**config.mk**
```make
export PLATFORM = sky130hd
export DESIGN_NAME = mips_multicycle_ctrl
export DESIGN_NICKNAME = d
export VERILOG_FILES = /design/src/rtl/mips_multicycle_ctrl.sv
export SDC_FILE = /design/constraint.sdc
export NUM_CORES = 1
export LEC_CHECK = 0
export ABC_AREA = 0
export ABC_CLOCK_PERIOD_IN_PS = 5700
export CORE_AREA = 2 2 71 73
export DETAILED_ROUTE_END_ITERATION = 10
export DIE_AREA = 0 0 73 75
export GPL_ROUTABILITY_DRIVEN = 0
export PLACE_DENSITY = 0.75
export SYNTH_ARGS = -nofsm -noshare
export SYNTH_HDL_FRONTEND = slang
export SYNTH_SLANG_ARGS = --single-unit
```
**constraint.sdc**
```tcl
create_clock -name clk -period 5.7 [get_ports clk]
set_input_delay 0.855 -clock clk [delete_from_list [all_inputs] [get_ports clk]]
set_output_delay 0.855 -clock clk [all_outputs]
set_load 0.005 [all_outputs]
```
**src/rtl/mips_multicycle_ctrl.sv**
```systemverilog
// Multicycle MIPS control FSM: sequences fetch/decode/execute/memory/writeback over a shared datapath.
// Optional feature: define ILLEGAL_TRAP_EN to trap unknown opcodes in a sticky TRAP state.
module mips_multicycle_ctrl #(
  parameter int CNT_W = 32
) (
  input  logic             clk,
  input  logic             reset,
  input  logic [5:0]       opcode,
  input  logic             mem_ready,
  output logic             mem_req,
  output logic             IorD,
  output logic             MemWrite,
  output logic             IRWrite,
  output logic             PCWrite,
  output logic             Branch,
  output logic [1:0]       PCSrc,
  output logic             ALUSrcA,
  output logic [1:0]       ALUSrcB,
  output logic [1:0]       ALUOp,
  output logic             RegDst,
  output logic             MemtoReg,
  output logic             RegWrite,
  output logic             illegal_op,
  output logic [3:0]       state,
  output logic [CNT_W-1:0] instr_count
);
  localparam logic [5:0] OP_R = 6'b000000, OP_LW = 6'b100011, OP_SW = 6'b101011,
                         OP_BEQ = 6'b000100, OP_ADDI = 6'b001000, OP_J = 6'b000010;

  typedef enum logic [3:0] {
    FETCH = 4'd0, DECODE = 4'd1, MEMADR = 4'd2, MEMRD = 4'd3, MEMWB = 4'd4, MEMWR = 4'd5,
    EXEC = 4'd6, ALUWB = 4'd7, BRANCH = 4'd8, ADDIEX = 4'd9, ADDIWB = 4'd10, JUMP = 4'd11
`ifdef ILLEGAL_TRAP_EN
    , TRAP = 4'd12
`endif
  } state_t;

  state_t st, nxt;
  logic   retire;

  always_ff @(posedge clk) begin
    if (reset) begin
      st          <= FETCH;
      instr_count <= '0;
    end else begin
      st <= nxt;
      if (retire) instr_count <= instr_count + CNT_W'(1);
    end
  end

  assign state = st;

  always_comb begin
    nxt        = st;
    retire     = 1'b0;
    mem_req    = 1'b0;
    IorD       = 1'b0;
    MemWrite   = 1'b0;
    IRWrite    = 1'b0;
    PCWrite    = 1'b0;
    Branch     = 1'b0;
    PCSrc      = 2'b00;
    ALUSrcA    = 1'b0;
    ALUSrcB    = 2'b00;
    ALUOp      = 2'b00;
    RegDst     = 1'b0;
    MemtoReg   = 1'b0;
    RegWrite   = 1'b0;
    illegal_op = 1'b0;
    case (st)
      FETCH: begin
        mem_req = 1'b1;
        ALUSrcB = 2'b01;
        IRWrite = mem_ready;
        PCWrite = mem_ready;
        if (mem_ready) nxt = DECODE;
      end
      DECODE: begin
        ALUSrcB = 2'b11;
        case (opcode)
          OP_LW, OP_SW: nxt = MEMADR;
          OP_R:         nxt = EXEC;
          OP_BEQ:       nxt = BRANCH;
          OP_ADDI:      nxt = ADDIEX;
          OP_J:         nxt = JUMP;
`ifdef ILLEGAL_TRAP_EN
          default:      nxt = TRAP;
`else
          default:      nxt = FETCH;  // unknown opcode behaves as an uncounted NOP
`endif
        endcase
      end
      MEMADR: begin
        ALUSrcA = 1'b1;
        ALUSrcB = 2'b10;
        nxt     = (opcode == OP_SW) ? MEMWR : MEMRD;
      end
      MEMRD: begin
        mem_req = 1'b1;
        IorD    = 1'b1;
        if (mem_ready) nxt = MEMWB;
      end
      MEMWB: begin
        MemtoReg = 1'b1;
        RegWrite = 1'b1;
        retire   = 1'b1;
        nxt      = FETCH;
      end
      MEMWR: begin
        mem_req  = 1'b1;
        IorD     = 1'b1;
        MemWrite = mem_ready;
        if (mem_ready) begin
          retire = 1'b1;
          nxt    = FETCH;
        end
      end
      EXEC: begin
        ALUSrcA = 1'b1;
        ALUOp   = 2'b10;
        nxt     = ALUWB;
      end
      ALUWB: begin
        RegDst   = 1'b1;
        RegWrite = 1'b1;
        retire   = 1'b1;
        nxt      = FETCH;
      end
      BRANCH: begin
        ALUSrcA = 1'b1;
        ALUOp   = 2'b01;
        PCSrc   = 2'b01;
        Branch  = 1'b1;
        retire  = 1'b1;
        nxt     = FETCH;
      end
      ADDIEX: begin
        ALUSrcA = 1'b1;
        ALUSrcB = 2'b10;
        nxt     = ADDIWB;
      end
      ADDIWB: begin
        RegWrite = 1'b1;
        retire   = 1'b1;
        nxt      = FETCH;
      end
      JUMP: begin
        PCSrc   = 2'b10;
        PCWrite = 1'b1;
        retire  = 1'b1;
        nxt     = FETCH;
      end
`ifdef ILLEGAL_TRAP_EN
      TRAP: illegal_op = 1'b1;  // sticky until reset
`endif
      default: nxt = FETCH;
    endcase
    // Reset presents an idle FETCH: datapath selects as in FETCH, no writes, no request.
    if (reset) begin
      mem_req    = 1'b0;
      IorD       = 1'b0;
      MemWrite   = 1'b0;
      IRWrite    = 1'b0;
      PCWrite    = 1'b0;
      Branch     = 1'b0;
      PCSrc      = 2'b00;
      ALUSrcA    = 1'b0;
      ALUSrcB    = 2'b01;
      ALUOp      = 2'b00;
      RegDst     = 1'b0;
      MemtoReg   = 1'b0;
      RegWrite   = 1'b0;
      illegal_op = 1'b0;
    end
  end
endmodule

```
---- Yosys cells after proc, flatten, opt, wreduce, memory -nomap -nowiden ----
Cells that the tools add are included.
word-level totals
  register bits ........................... 36
  input bits .............................. 9
  output and inout bits ................... 53
  logic and storage cells ................. 66
operators by class
  $add $sub $neg .......................... 1
  eq/ne operators ......................... 19
  mux-type cells .......................... 34
  reduce and logical (&&, ||, !) cells .... 10
operators by type and width
  operator                 number
  $add A32 B1 Y32 const B  1
  $pmux W4 S7              1
  $mux W1                  20
  $pmux W4 S5              1
  $eq A4 B3 Y1 const B     4
  $eq A4 B4 Y1 const B     4
  $eq A6 B6 Y1 const B     2
  $mux W4                  3
  $eq A4 B2 Y1 const B     2
  $pmux W2 S2              2
  $eq A6 B2 Y1 const B     1
  $eq A6 B3 Y1 const B     1
  $eq A6 B4 Y1 const B     1
  $logic_not A6 Y1         1
  $mux W2                  3
  $ne A2 B2 Y1 const B     3
  $pmux W2 S3              1
  $reduce_or A2 Y1         3
  $reduce_or A3 Y1         2
  $reduce_or A5 Y1         1
  $eq A4 B1 Y1 const B     1
  $logic_not A4 Y1         1
  $pmux W1 S2              2
  $reduce_or A4 Y1         1
  2 further kinds          2

---- Depth between registers and ports, before layout ----
Gate-level depths: netlist of run 1.
  word-level depth ........................ 4
  mapped depth ............................ 7
  gate-level depth less buffers ........... 6

---- Worst setup path before layout of run 1 ----
OpenSTA, ideal clock, no wires.
  kind .................................... input-to-output
  start ................................... input port reset
  end ..................................... output port MemWrite
  data arrival time ....................... 1.520 ns
  required time ........................... 4.845 ns
  path slack .............................. 3.325 ns
  stages on the path ...................... 3
  buffers on the path ..................... 1
  cell sequence ........................... clkbuf_1 or3_1 nor2_1
on the way
  word-level cells in the longest chain between the ends .. 1
ends and longest elaborated chain
  element      line  RTL
  from (decl)  7     input logic reset,
  $mux W1      159   if (reset) begin
  to (decl)    12    output logic MemWrite,
Every way passes these cells.

---- Worst setup path after layout of run 1 ----
  start ................................... input port reset
  end ..................................... output port PCWrite
on the way
  word-level cells in the longest chain between the ends .. 1
ends and longest elaborated chain
  element    line  RTL
  $mux W1    159
  to (decl)  14    output logic PCWrite,
Every way passes these cells.

==> results.toml, run 1 <==
[yosys]
synth_cell_types = 40
syn_nets = 277
synth_top_area_share_pct = 35.5
syn_area_per_cell_um2 = 7.60
synth-edff-count = 0
syn_inst = 267
synth_top_area_cell = "dfxtp_1"
yosysWarnings = 0
synth_common_cells = "dfxtp_1, nor2_1, a21oi_1"
synth_seq_cells = 36
ys_async_sr_fraction_pct = 0
yosysMostFrequentCell = "dfxtp_1"
syn_area_mm2 = 0.00203
synth-seq-area-share_pct = 35.5
ys.flop_type = "dfxtp_1"
synth_area_leaders = "dfxtp_1, nor2_1, xor2_1"

[cts]
htree_levels = 2
numCtsBuffers = 5
clockRootBuffer = "clkbuf_8"
cts_resized = 0
cts_tree = "done"
hold_buffers = 0
cts.sinks = 36
cts.path.max_buffers = 2
insertion_delay_ns = 0.30
cts_setup_buffers = 0
cts.reportedPaths.clkPinSlew_ns = 0.08

[cells_and_area]
layoutNonFillerInstCount = 374
n_fill_cell = 417
layout-drive-gt1-share_pct = 5.31
diodes = 0
syn_to_final_growth_pct = 34.3
finalNetCount = 329

[min_path]
hp-class = "flop to flop"

[placed_design]
hpwl_um = 3790
placed_cells = 366
portBuffers = 60

[floorplan]
rows = 25
die-area_mm2 = 0.00548
io_pins = 62
chipHeight_um = 75
die_w_um = 73
core_area_mm2 = 0.00466
start_util_pct = 43.5

[critical_path]
path_common_cell = "clkdlybuf4s50_1"
crit_required_ns = 4.85
max_stage_delay_ns = 1.01
crit_fanout = 24
crit_arrival_ns = 2.96
crit_chain = "clkdlybuf4s50_1 > nor3_1 > and3_1 > or2_2 > clkdlybuf4s50_1"
crit_path_start_kind = "input pin"
crit_path_end_kind = "output pin"
critPathTopFamily = "buffers and inverters"
path_buf_inv = 2
cp_slowest_cell = "clkdlybuf4s50_1"
crit_type = "input pin to output pin"

[power]
power_density_mw_per_mm2 = 173
ir_worst_vdd_mv = 0.122
p_leak_nw = 0.838

[global_routing]
grt_pass1_vias = 2022
grtUsageMet1_pct = 27.1
grt_pass1_wl_um = 8940
overflow = 0
grtUsageMet2_pct = 32.5
grt_antenna_before_repair = 0
grt_usage_pct = 20.4
grt.busiest_layer = "met2"
use_met3_pct = 5.09
grt_max_degree = 26

[timing]
max_freq_ghz = 0.262
rsz0062_at_grt = "no"
worstMarginPinSlew_ns = 0.826
setup_viol = 0
tns_ns = 0
skew_ns = 0.00644
fin_crit_ns = 3.82
hold_viol_final = 0
period_share_pct = 67.0
slew_violations = 0
slew_headroom_pct = 44.7

[run_status]
outcome = "finished clean"

[route]
first_iter_violations = 176
via_per_inst = 5.77
dr.pass1.iters = 4
wl_um = 5320
num_vias = 2159
detail-route-antenna-nets = 0
drc = 0
wire_per_inst_um = 14.2

[run]
cap_violations = 0
## area by class of cell
class | instances | area (um2) | area share [%]
Clock buffer | 5 | 68.8 | 2.53
Multi-Input combinational cell | 207 | 1210 | 44.4
Sequential cell | 36 | 721 | 26.4
Clock inverter | 3 | 18.8 | 0.689
Timing Repair Buffer | 61 | 608 | 22.3
Inverter | 8 | 30.0 | 1.10
Tap cell | 54 | 67.6 | 2.48
## cell families after synthesis
family                   after synthesis  synth area share, %
other                                  1                0.185
AND/OR/NAND/NOR                      139                 36.6
multiplexers                           1                0.493
adder cells (fa/ha/maj)                1                0.616
buffers and inverters                 24                 4.81
AO/OA/AOI/OAI                         48                 14.5
XOR/XNOR                              17                 7.34
flip-flops                            36                 35.5
## worst reg2reg max path, stage by stage, from the launching register on
cell	delay, ns
dfxtp_1	0.67
nand2b_1	0.29
o22ai_2	0.65
nand4_1	0.64
or4_1	0.66
a21oi_1	0.15
## stage by stage
step	cell area (um2)	hold slack (ns)	power (mW)	worst slack [ns]	util [%]
6_report	2730	0.508	0.470	1.88	58.5
5_1_grt	2730	0.537	0.486	1.78	58.5
4_1_cts	2730	0.502	0.473	1.89	58.5
3_5_place_dp	2640	0.490	0.293	1.90	56.6
3_3_place_gp	2640	0.481	0.293	1.92	56.6
2_1_floorplan	2030	0.468	0.278	3.33	-
## cell usage in the layout, fill, tap and decap left out, drive strengths merged, types with 10 or more instances in the layout
cell type / count
a21oi: 19
nor2: 34
nand4: 10
or3: 10
clkdlybuf4s50: 60
nand3: 17
nor3: 12
o21ai: 11
nand2: 16
xor2: 12
dfxtp: 36
## worst paths after layout
path                        start               to  slack (ns)  depth (start not counted)
setup / recovery            reset          PCWrite        1.88                          5
hold / removal    instr_count[28]  instr_count[28]        0.51                          2
setup reg to reg         state[2]  instr_count[31]        2.58                          5
hold reg to reg   instr_count[28]  instr_count[28]        0.51                          2
## state kept, by name (all words and copies together) (netlist names)
name	flops
state	4
instr_count	32
## metal layers
metal	part of all wire, %	vias to the layer above
met3	5.4	10
li1	-	1064
met2	47	71
met5	0	-
met1	46	1014
met4	1.5	0
## report_power, final
group	internal, mW	switching [mW]	total [mW]
Clock	0.0852	0.0976	0.183
Sequential	0.252	0.00227	0.254
Combinational	0.0156	0.0176	0.0332
Total	0.353	0.117	0.470
(Power assumes the default switching activity.)
==> inputs of run 2 (changes only) <==
Settings changed: ABC_CLOCK_PERIOD_IN_PS 5700 to 3900.
Clock period 5.7 ns to 3.9 ns, I/O delays scaled along.
==> results.toml, run 2 (same netlist as run 1, synthesis figures left out) <==
[critical_path]
crit_required_ns = 3.31
crit_fanout = 16
crit_arrival_ns = 2.32
r2r_slack_ns = 1.21
ff2ff_path_depth = 6
cp_num_cells = 4
crit_path_end_kind = "output pin"
critPathTopFamily = "simple AND/OR/NAND/NOR gates"
crit_type = "flop to output pin"
worstReg2RegEnd = "instr_count[31]"
cp-startpoint = "state[2]"
r2r-start = "state[2]"
cp_slowest_cell = "dfxtp_1"
crit_chain = "nand2b_1 > or3_1 > nor2_1 > clkdlybuf4s50_1"
crit_path_start_kind = "flop"
path_buf_inv = 1
max_stage_delay_ns = 0.68

[floorplan]
io_pins = 62
core_area_mm2 = 0.00466
start_util_pct = 43.5
chipHeight_um = 75
rows = 25
die-area_mm2 = 0.00548
die_w_um = 73

[global_routing]
overflow = 0
grt_antenna_before_repair = 0
grt_pass1_wl_um = 8500
grt_usage_pct = 19.1
grt_pass1_vias = 1876
grt_max_degree = 44

[power]
p_leak_nw = 0.846
power_density_mw_per_mm2 = 256
ir_worst_vdd_mv = 0.237
p_total_mw = 0.702

[run]
cap_violations = 0

[cts]
insertion_delay_ns = 0.28
cts.sinks = 36
cts_tree = "done"
cts_resized = 0
cts_setup_buffers = 0
numCtsBuffers = 5
hold_buffers = 0
cts.reportedPaths.clkPinSlew_ns = 0.07
htree_levels = 2
clockRootBuffer = "clkbuf_8"
cts.path.max_buffers = 2

[timing]
setup_viol = 0
rsz0062_at_grt = "no"
max_freq_ghz = 0.345
finalWorstSetupSlack_ns = 1.00
period_share_pct = 74.4
tns_ns = 0
skew_ns = 0.00659
slew_headroom_pct = 62.2
hold_viol_final = 0
fin_crit_ns = 2.90
fin_hold_ws_ns = 0.492
worstMarginPinSlew_ns = 0.567
slew_violations = 0

[cells_and_area]
layout_common_cells = "clkdlybuf4s50_1, dfxtp_1, nor2_1"
final_common_cell = "clkdlybuf4s50_1"
largest_reg_flops = 32
regMostFlops = "instr_count"
diodes = 0
syn_to_final_growth_pct = 35.1
design_area_mm2 = 0.00274
layout-drive-gt1-share_pct = 5.31
finalNetCount = 330

[placed_design]
dp_slack_ns = 0.987
placed_area_mm2 = 0.00265
portBuffers = 60
hpwl_um = 3700

[route]
wire_per_inst_um = 13.8
detail-route-antenna-nets = 0
wl_um = 5170
dr.pass1.iters = 4
via_per_inst = 5.69
drc = 0
first_iter_violations = 130
num_vias = 2129

[min_path]
min_from = "instr_count[28]"
hold-path-cell-count = 2
hold_end = "instr_count[28]"
hp-class = "flop to flop"

[run_status]
outcome = "finished clean"
-- run 2: cell count changes in the layout (fill, tap and decap cells not counted) --
cell / delta
buf_4: +1
clkbuf_8: +2
clkinv_2: -2
clkinv_4: -1
-- run 2: final cells by class --
class / instances / area [um2]
fill: 443 / 1920
clock buffer: 7 / 96.3
multi-input combinational: 207 / 1210
sequential: 36 / 721
tap: 54 / 67.6
inverter: 8 / 30.0
timing repair buffer: 62 / 616
-- run 2: power by group --
| group | total [mW] | internal, mW | switching (mW) |
|---|---|---|---|
| Clock | 0.282 | 0.157 | 0.124 |
| Combinational | 0.0484 | 0.0230 | 0.0254 |
| Sequential | 0.372 | 0.368 | 0.00345 |
| Total | 0.702 | 0.549 | 0.153 |
-- run 2: worst register-to-register path, delay by kind of cell, from the launching register on --
kind	cells	cell delay, ns
buffers and inverters	1	0.25
and+or+nand+nor	3	1.37
DFF	1	0.68
AOI/OAI and AO/OA	2	0.32
-- run 2: worst max-delay path by stage --
stage | end | slack, ns
after floorplan | instr_count[26] | 1.74
after global placement | ALUSrcB[0] | 1.07
after detailed placement | instr_count[31] | 0.99
after CTS | ALUSrcB[0] | 1.03
after global routing | MemWrite | 0.91
final | MemWrite | 1.0
-- run 2: routing by layer --
metal | part of all wire [%] | GRT usage (%) | wire length (um)
met4 | 0.83 | 3.70 | 43
met5 | 0 | 0 | 0
met2 | 46 | 31.9 | 2390
met1 | 48 | 25.9 | 2490
met3 | 4.8 | 3.75 | 247
-- run 2: metrics by stage --
stage / utilization [%] / instances
floorplan: - / 267
global placement: 56.8 / 367
detailed placement: 56.8 / 367
CTS: 58.8 / 374
global route: 58.8 / 374
finish: 58.8 / 374
